[src/rtl/spi_master_cfg.sv]
// rtl/spi_master_cfg.sv - SPI master: all four modes, configurable width, divider and chip selects
// Optional internal MOSI-to-sample-path loopback under SPI_MASTER_LOOPBACK_EN.
module spi_master_cfg #(
    parameter int  DATA_W   = 8,
    parameter int  NUM_CS   = 4,
    parameter int  CLK_DIV  = 2,
    parameter int  CS_SETUP = 1,
    parameter int  CS_HOLD  = 1,
    localparam int CSW      = (NUM_CS > 1) ? $clog2(NUM_CS) : 1
) (
    input  logic              clk,
    input  logic              rst,
    input  logic              start,
    output logic              ready,
    input  logic              cpol,
    input  logic              cpha,
    input  logic [CSW-1:0]    cs_sel,
    input  logic [DATA_W-1:0] tx_data,
    output logic [DATA_W-1:0] rx_data,
    output logic              rx_valid,
    output logic              busy,
    output logic              sclk,
    output logic              mosi,
    input  logic              miso,
`ifdef SPI_MASTER_LOOPBACK_EN
    input  logic              loopback,
`endif
    output logic [NUM_CS-1:0] cs_n
);

    localparam int CNT_MAX0 = (CS_SETUP > CLK_DIV) ? CS_SETUP : CLK_DIV;
    localparam int CNT_MAX  = (CNT_MAX0 > CS_HOLD) ? CNT_MAX0 : CS_HOLD;
    localparam int CNT_W    = $clog2(CNT_MAX + 1);
    localparam int EDGE_W   = $clog2(2 * DATA_W + 1);

    localparam logic [CNT_W-1:0]  SETUP_END = CNT_W'(CS_SETUP - 1);
    localparam logic [CNT_W-1:0]  HALF_END  = CNT_W'(CLK_DIV - 1);
    localparam logic [CNT_W-1:0]  HOLD_END  = CNT_W'(CS_HOLD - 1);
    localparam logic [EDGE_W-1:0] LAST_EDGE = EDGE_W'(2 * DATA_W - 1);

    typedef enum logic [1:0] {IDLE, SETUP, XFER, HOLD} state_t;

    state_t              state_q, state_d;
    logic [CNT_W-1:0]    cnt_q, cnt_d;
    logic [EDGE_W-1:0]   edge_q, edge_d;
    logic                sclk_q, sclk_d;
    logic                cpha_q, cpha_d;
    logic                lb_q, lb_d;
    logic [NUM_CS-1:0]   cs_n_q, cs_n_d;
    logic [DATA_W-1:0]   tx_sh_q, tx_sh_d;
    logic [DATA_W-1:0]   rx_sh_q, rx_sh_d;
    logic [DATA_W-1:0]   rx_data_q, rx_data_d;
    logic                rx_valid_q, rx_valid_d;
    logic [NUM_CS-1:0]   cs_dec;
    logic                leading;
    logic                sample_src;
    logic                lb_in;

`ifdef SPI_MASTER_LOOPBACK_EN
    assign lb_in = loopback;
`else
    assign lb_in = 1'b0;
`endif

    // An out-of-range select decodes to no active line, so the frame runs with all cs_n high.
    always_comb begin
        cs_dec = '1;
        for (int i = 0; i < NUM_CS; i++) begin
            if (cs_sel == CSW'(i)) begin
                cs_dec[i] = 1'b0;
            end
        end
    end

    always_comb begin
        state_d    = state_q;
        cnt_d      = cnt_q;
        edge_d     = edge_q;
        sclk_d     = sclk_q;
        cpha_d     = cpha_q;
        lb_d       = lb_q;
        cs_n_d     = cs_n_q;
        tx_sh_d    = tx_sh_q;
        rx_sh_d    = rx_sh_q;
        rx_data_d  = rx_data_q;
        rx_valid_d = 1'b0;
        leading    = ~edge_q[0];
        sample_src = lb_q ? tx_sh_q[DATA_W-1] : miso;

        case (state_q)
            IDLE: begin
                if (start) begin
                    state_d = SETUP;
                    cnt_d   = '0;
                    edge_d  = '0;
                    sclk_d  = cpol;
                    cpha_d  = cpha;
                    lb_d    = lb_in;
                    tx_sh_d = tx_data;
                    cs_n_d  = cs_dec;
                end
            end
            SETUP: begin
                if (cnt_q == SETUP_END) begin
                    state_d = XFER;
                    cnt_d   = '0;
                end else begin
                    cnt_d = cnt_q + CNT_W'(1);
                end
            end
            XFER: begin
                if (cnt_q == HALF_END) begin
                    cnt_d  = '0;
                    sclk_d = ~sclk_q;
                    edge_d = edge_q + EDGE_W'(1);
                    if (leading ^ cpha_q) begin
                        rx_sh_d = {rx_sh_q[DATA_W-2:0], sample_src};
                    end
                    // CPHA=1 keeps the MSB through the first leading edge; CPHA=0 skips the final trailing shift.
                    if (cpha_q ? (leading && edge_q != '0) : (!leading && edge_q != LAST_EDGE)) begin
                        tx_sh_d = {tx_sh_q[DATA_W-2:0], 1'b0};
                    end
                    if (edge_q == LAST_EDGE) begin
                        state_d = HOLD;
                    end
                end else begin
                    cnt_d = cnt_q + CNT_W'(1);
                end
            end
            HOLD: begin
                if (cnt_q == HOLD_END) begin
                    state_d    = IDLE;
                    cnt_d      = '0;
                    cs_n_d     = '1;
                    rx_data_d  = rx_sh_q;
                    rx_valid_d = 1'b1;
                end else begin
                    cnt_d = cnt_q + CNT_W'(1);
                end
            end
            default: state_d = IDLE;
        endcase
    end

    always_ff @(posedge clk) begin
        if (rst) begin
            state_q    <= IDLE;
            cnt_q      <= '0;
            edge_q     <= '0;
            sclk_q     <= 1'b0;
            cpha_q     <= 1'b0;
            lb_q       <= 1'b0;
            cs_n_q     <= '1;
            tx_sh_q    <= '0;
            rx_sh_q    <= '0;
            rx_data_q  <= '0;
            rx_valid_q <= 1'b0;
        end else begin
            state_q    <= state_d;
            cnt_q      <= cnt_d;
            edge_q     <= edge_d;
            sclk_q     <= sclk_d;
            cpha_q     <= cpha_d;
            lb_q       <= lb_d;
            cs_n_q     <= cs_n_d;
            tx_sh_q    <= tx_sh_d;
            rx_sh_q    <= rx_sh_d;
            rx_data_q  <= rx_data_d;
            rx_valid_q <= rx_valid_d;
        end
    end

    assign ready    = (state_q == IDLE);
    assign busy     = ~ready;
    assign sclk     = sclk_q;
    assign mosi     = tx_sh_q[DATA_W-1];
    assign cs_n     = cs_n_q;
    assign rx_data  = rx_data_q;
    assign rx_valid = rx_valid_q;

endmodule

[config.mk]
export PLATFORM = sky130hd
export DESIGN_NAME = spi_master_cfg
export DESIGN_NICKNAME = d
export VERILOG_FILES = /design/src/rtl/spi_master_cfg.sv
export SDC_FILE = /design/constraint.sdc
export NUM_CORES = 1
export LEC_CHECK = 0
export CAP_MARGIN = 30
export CORE_MARGIN = 3
export CORE_UTILIZATION = 54
export DETAILED_ROUTE_END_ITERATION = 8
export GPL_ROUTABILITY_DRIVEN = 0
export PLACE_DENSITY = 0.81
export SKIP_CTS_REPAIR_TIMING = 1
export SYNTH_ARGS = -nofsm -noshare
export SYNTH_HDL_FRONTEND = slang
export SYNTH_SLANG_ARGS = --single-unit
[constraint.sdc]
create_clock -name clk -period 4.9 [get_ports clk]
set_clock_uncertainty 0.1 [all_clocks]
set_input_delay 0.98 -clock clk [delete_from_list [all_inputs] [get_ports clk]]
set_output_delay 0.98 -clock clk [all_outputs]
set_load 0.02 [all_outputs]
======== Yosys cells after proc, flatten, opt, wreduce, memory -nomap -nowiden ========
Cells that the tools add are included.
storage, ports and cells
  register bits ........................... 40
  bits in latches ......................... 0
  RAM bits ................................ 0
  ROM bits ................................ 0
  word-level logic and storage cells ...... 78
  memories ................................ 0
operators by class
  add/sub/neg operators ................... 2
  multiply operators ...................... 0
  div/mod/pow operators ................... 0
  magnitude comparators ................... 0
  eq/ne operators ......................... 15
  shift-type cells ........................ 0
  mux-type cells .......................... 29
  bitwise operators ....................... 5
  reductions and logical operators ........ 17
operators by type and width
  cell                                                                     count
  8-bit two-way mux                                                        3
  2-bit two-way mux                                                        8
  8-bit one-hot mux with 2 select lines                                    1
  2-bit inequality test, second input constant                             6
  5-bit two-way mux                                                        2
  5-bit one-hot mux with 2 select lines                                    1
  3-bit AND reduction                                                      3
  2-bit == test, second input constant                                     4
  1-bit two-way mux                                                        8
  4-bit two-way mux                                                        2
  2-bit one-hot mux with 4 select lines                                    1
  4-bit one-hot mux with 2 select lines                                    1
  2-bit by 1-bit == test with 1-bit output, second input constant          3
  2-bit zero test                                                          3
  2-bit one-hot mux with 3 select lines                                    1
  5-bit by 1-bit adder with 5-bit output, second input constant            1
  5-bit by 4-bit == test with 1-bit output, second input constant          1
  5-bit by 4-bit inequality test with 1-bit output, second input constant  1
  5-bit AND reduction                                                      1
  5-bit nonzero test                                                       1
  1-bit inverter                                                           4
  2-bit AND reduction                                                      2
  4-bit AND reduction                                                      1
  2-bit nonzero test                                                       2
  other kinds (5)                                                          7

======== Logic depth before layout (Yosys ltp) ========
  depth after elaboration ................. 6
  gate-level depth with buffers ........... 8
  depth with buffers taken out ............ 7

======== Least setup slack after synthesis ========
Ideal clock, no wire load.
  path type ............................... input to register
  from .................................... input start
  to ...................................... register tx_sh_q[5]
  arrival ................................. 2.071 ns
  path slack .............................. 2.641 ns
  cell stages on the path ................. 6
  cell sequence ........................... nor2b_1 > buf_2 > nor3_2 > buf_2 > a21oi_1 > a311oi_2
between the ends
  word-level cells in the longest chain between the ends .. 2
RTL lines
  item                                    line  source
  from (decl)                             13    input logic start,
  2-bit inequality test (no source line)  -
  4-bit AND reduction (no source line)    -
  to (signal assigned)                    166   tx_sh_q <= tx_sh_d;
  to (decl)                               50    logic [DATA_W-1:0] tx_sh_q, tx_sh_d;
No other way between the ends.
A chain may end at the register's enable or synchronous reset.

======== Worst setup path in the final report ========
  from .................................... register state_q[0]
  to ...................................... output busy
between the ends
  word-level cells in the longest chain between the ends .. 2
RTL lines
  item                    line  source
  from (decl)             43    state_t state_q, state_d;
  from (signal assigned)  159   state_q <= state_d;
  2-bit zero test         173   assign ready = (state_q == IDLE);
  1-bit inverter          174   assign busy = ~ready;
  to (decl)               21    output logic busy,
No other way between the ends.

==> impl_metrics.toml <==
[run_status]
status = "completed"

[setup_path]
crit_type = "flop to primary output"
crit_path_end_kind = "primary output"
max_stage_delay_ns = 0.61
critPathRequiredTime_ns = 3.82
crit_fanout = 12
crit_path_start_kind = "flop"
path_common_cell = "inv_1"
cp_top_family = "buffers and inverters"
worstPathArrival_ns = 1.97
critPathBufInv = 3
cp_cell_sequence = "inv_1 -> ha_1 -> inv_1 -> clkdlybuf4s50_1"
slowest_stage = "clkdlybuf4s50_1"

[synth]
synth_seq_cells = 40
synth_compound_area_share_pct = 15.3
synthAdderAreaFrac_pct = 6.47
muxShareOfSynthArea_pct = 10.4
syn_inst = 211
synth_nets = 237
synth_cell_types = 37
synth_top_family_by_area = "simple AND/OR/NAND/NOR gates"
synth.cell_area_sq_um = 1930
ys_seq_area_share_pct = 41.4
synth-simple-area-share_pct = 20.8
synth.avg_cell_area_sq_um = 9.16
synth_xor_xnor_area_share_pct = 0.906
yosys_warnings = 0

[floorplanning]
die_width_microns = 65.8
dieArea_sq_um = 4330
num_io_pins = 33
initial_utilization_pct = 57.0
rows = 21
core_sq_um = 3390
die_y_microns = 65.8

[sta]
fin_crit_ns = 3.05
fin_crit_sh_pct = 62.2
relSlewSlack_pct = 47.7
finalSetupTns_ns = 0
slew_viol_final = 0
setup_viol = 0
hold_violations = 0
tightest_slew_ns = 0.785
max_freq_mhz = 328
rsz0062_at_grt = "no"
layout_setup_ws_ns = 1.85

[global_routing]
overflow = 0
grt_pass1_wl_microns = 6150
grt_max_degree = 41
antenna_found_initial = 0
grt_util_all_layers_pct = 18.4
first_global_vias = 1374

[worst_hold_path]
hold_path_class = "flop to flop"

[layout]
multiInputGateArea_sq_um = 1040
regArea_sq_um = 801
fillerInstances = 272
final_core_util_pct = 69.0
drive_gt1_share_pct = 9.96
syn_to_final_growth_pct = 20.9
n_antenna_cell = 0
num-nets-final = 266

[route]
drt_wl_total_microns = 3660
drtAntennaViolNets = 0
routedWlPerCell_microns = 12.7
drc = 0
vias_per_cell = 5.34
first_pass_iters = 4
route.vias.total = 1532
initialDrtViolationCount = 71

[pwr]
p_leak_uw = 0.000820
power_frac_seq_pct = 36.7
swShare_pct = 40.3
power_density_nw_per_um2 = 473
irDropWorstVdd_mv = 0.367
power_switching_uw = 446
p_clk_share_pct = 16.4
power.internal_uw = 661
power_uw = 1110
combPwrFrac_pct = 46.9

[place]
hpwl_microns = 2540
port-buffer-count = 32
dp_slack_ns = 1.96

[clocking]
clk_latency_ns = 0.36
cts_root_buf = "clkbuf_4"
tritoncts = "done"
cts_made_buffers = 5
htreeDepth = 2
clkSinkCount = 40
clkTransAtPathRegs_ns = 0.12
clockBufferDepth = 2

[flow_run]
maxCapViolations = 0
[placed cells by master (no fill, tap or decap), types with 2 or more instances in the layout]
cell,Yosys,layout
o21ai_0,5,5
nor2b_1,5,5
xnor2_1,2,2
or3_1,3,3
nor3_1,5,5
dfxtp_1,40,40
nand2_1,21,21
inv_1,9,9
mux2i_1,20,20
nor2_1,20,20
clkbuf_4,0,5
a311oi_2,7,7
nand2b_1,8,8
ha_1,10,10
clkinvlp_4,0,2
clkdlybuf4s50_1,0,32
nand3_1,3,3
a21oi_1,23,23
[Yosys cell counts]
cell type / n / area share, %
dfxtp_1: 40 / 41
a21oi_1: 23 / 6.0
nand2_1: 21 / 4.1
mux2i_1: 20 / 10
nor2_1: 20 / 3.9
ha_1: 10 / 6.5
inv_1: 9 / 1.7
nand2b_1: 8 / 2.6
a311oi_2: 7 / 5.4
buf_2: 5 / 1.3
clkbuf_1: 5 / 0.97
nor2b_1: 5 / 1.6
nor3_1: 5 / 1.3
o21ai_0: 5 / 1.3
nand3_1: 3 / 0.78
or3_1: 3 / 0.97
xnor2_1: 2 / 0.91
a211o_2: 1 / 0.52
a211oi_1: 1 / 0.39
a21bo_2: 1 / 0.52
a22oi_1: 1 / 0.39
a31oi_1: 1 / 0.32
and2_1: 1 / 0.32
and3_2: 1 / 0.39
and3b_2: 1 / 0.52
buf_1: 1 / 0.19
buf_6: 1 / 0.58
nand3b_1: 1 / 0.39
nand4b_1: 1 / 0.45
nor3_2: 1 / 0.52
nor3_4: 1 / 0.84
nor3b_1: 1 / 0.39
nor4_1: 1 / 0.32
nor4b_1: 1 / 0.45
o2111ai_1: 1 / 0.45
or3b_2: 1 / 0.45
or4b_1: 1 / 0.52
[cells by family after synthesis]
group	count (synthesis)
muxes	20
xor gates and xnor gates	2
adders and majority gates	10
and+or+nand+nor	77
AOI/OAI and AO/OA	41
buffers and inverters	21
DFF	40
[worst paths after layout]
check | endpoint | slack [ns] | depth (start not counted) | startpoint
worst max-delay path | busy | 1.85 | 4 | state_q[0]
worst min-delay path | rx_data[5] | 0.36 | 2 | rx_data[5]
worst max register to register | tx_sh_q[5] | 2.34 | 7 | state_q[0]
worst min register to register | rx_data[5] | 0.36 | 2 | rx_data[5]
[power by group through the flow]
stage               clock network (uW)  registers [uW]  logic, uW
global route                       202             414        561
global placement                     0             412        493
detailed placement                   0             413        519
floorplan                            0             425        374
CTS                                185             406        520
finish                             182             406        518
[metrics by stage]
stage          area [sq um]  instances  hold WS, ns
3_5_place_dp           2270        279        0.348
4_1_cts                2340        287        0.366
2_1_floorplan          1930        211        0.331
5_1_grt                2340        287        0.386
3_3_place_gp           2260        278        0.343
6_report               2340        287        0.362
[layer usage]
metal | vias to the layer above | track usage [%] | wire length [microns]
li1 | 786 | - | -
met1 | 705 | 23.0 | 1780
met2 | 33 | 29.5 | 1660
met3 | 8 | 4.25 | 142
met4 | 0 | 9.33 | 77
met5 | - | 0 | 0
[worst reg2reg max path: stages (launching register included)]
cell and delay, ns:
dfxtp_1 0.35, inv_1 0.10, ha_1 0.68, nor2_1 0.21
nor3_2 0.48, buf_6 0.23, a21oi_1 0.09, a311oi_2 0.23
[layout make-up]
| type | instances | area share, % |
|---|---|---|
| clock inverters | 2 | 0.642 |
| flip-flops and latches | 40 | 34.3 |
| clock buffers | 6 | 2.19 |
| well taps | 46 | 2.46 |
| multi-input cells | 150 | 44.5 |
| repair buffers | 34 | 14.5 |
| inverters | 9 | 1.45 |
[registers in the layout, indices dropped and copies added, names as in the netlist]
signal / cells
rx_data: 8
rx_valid: 1
rx_sh_q: 8
edge_q: 5
state_q: 2
cnt_q: 2
sclk: 1
cpha_q: 1
cs_n: 4
tx_sh_q: 8
Note: power is estimated with default switching activity, not from simulation.
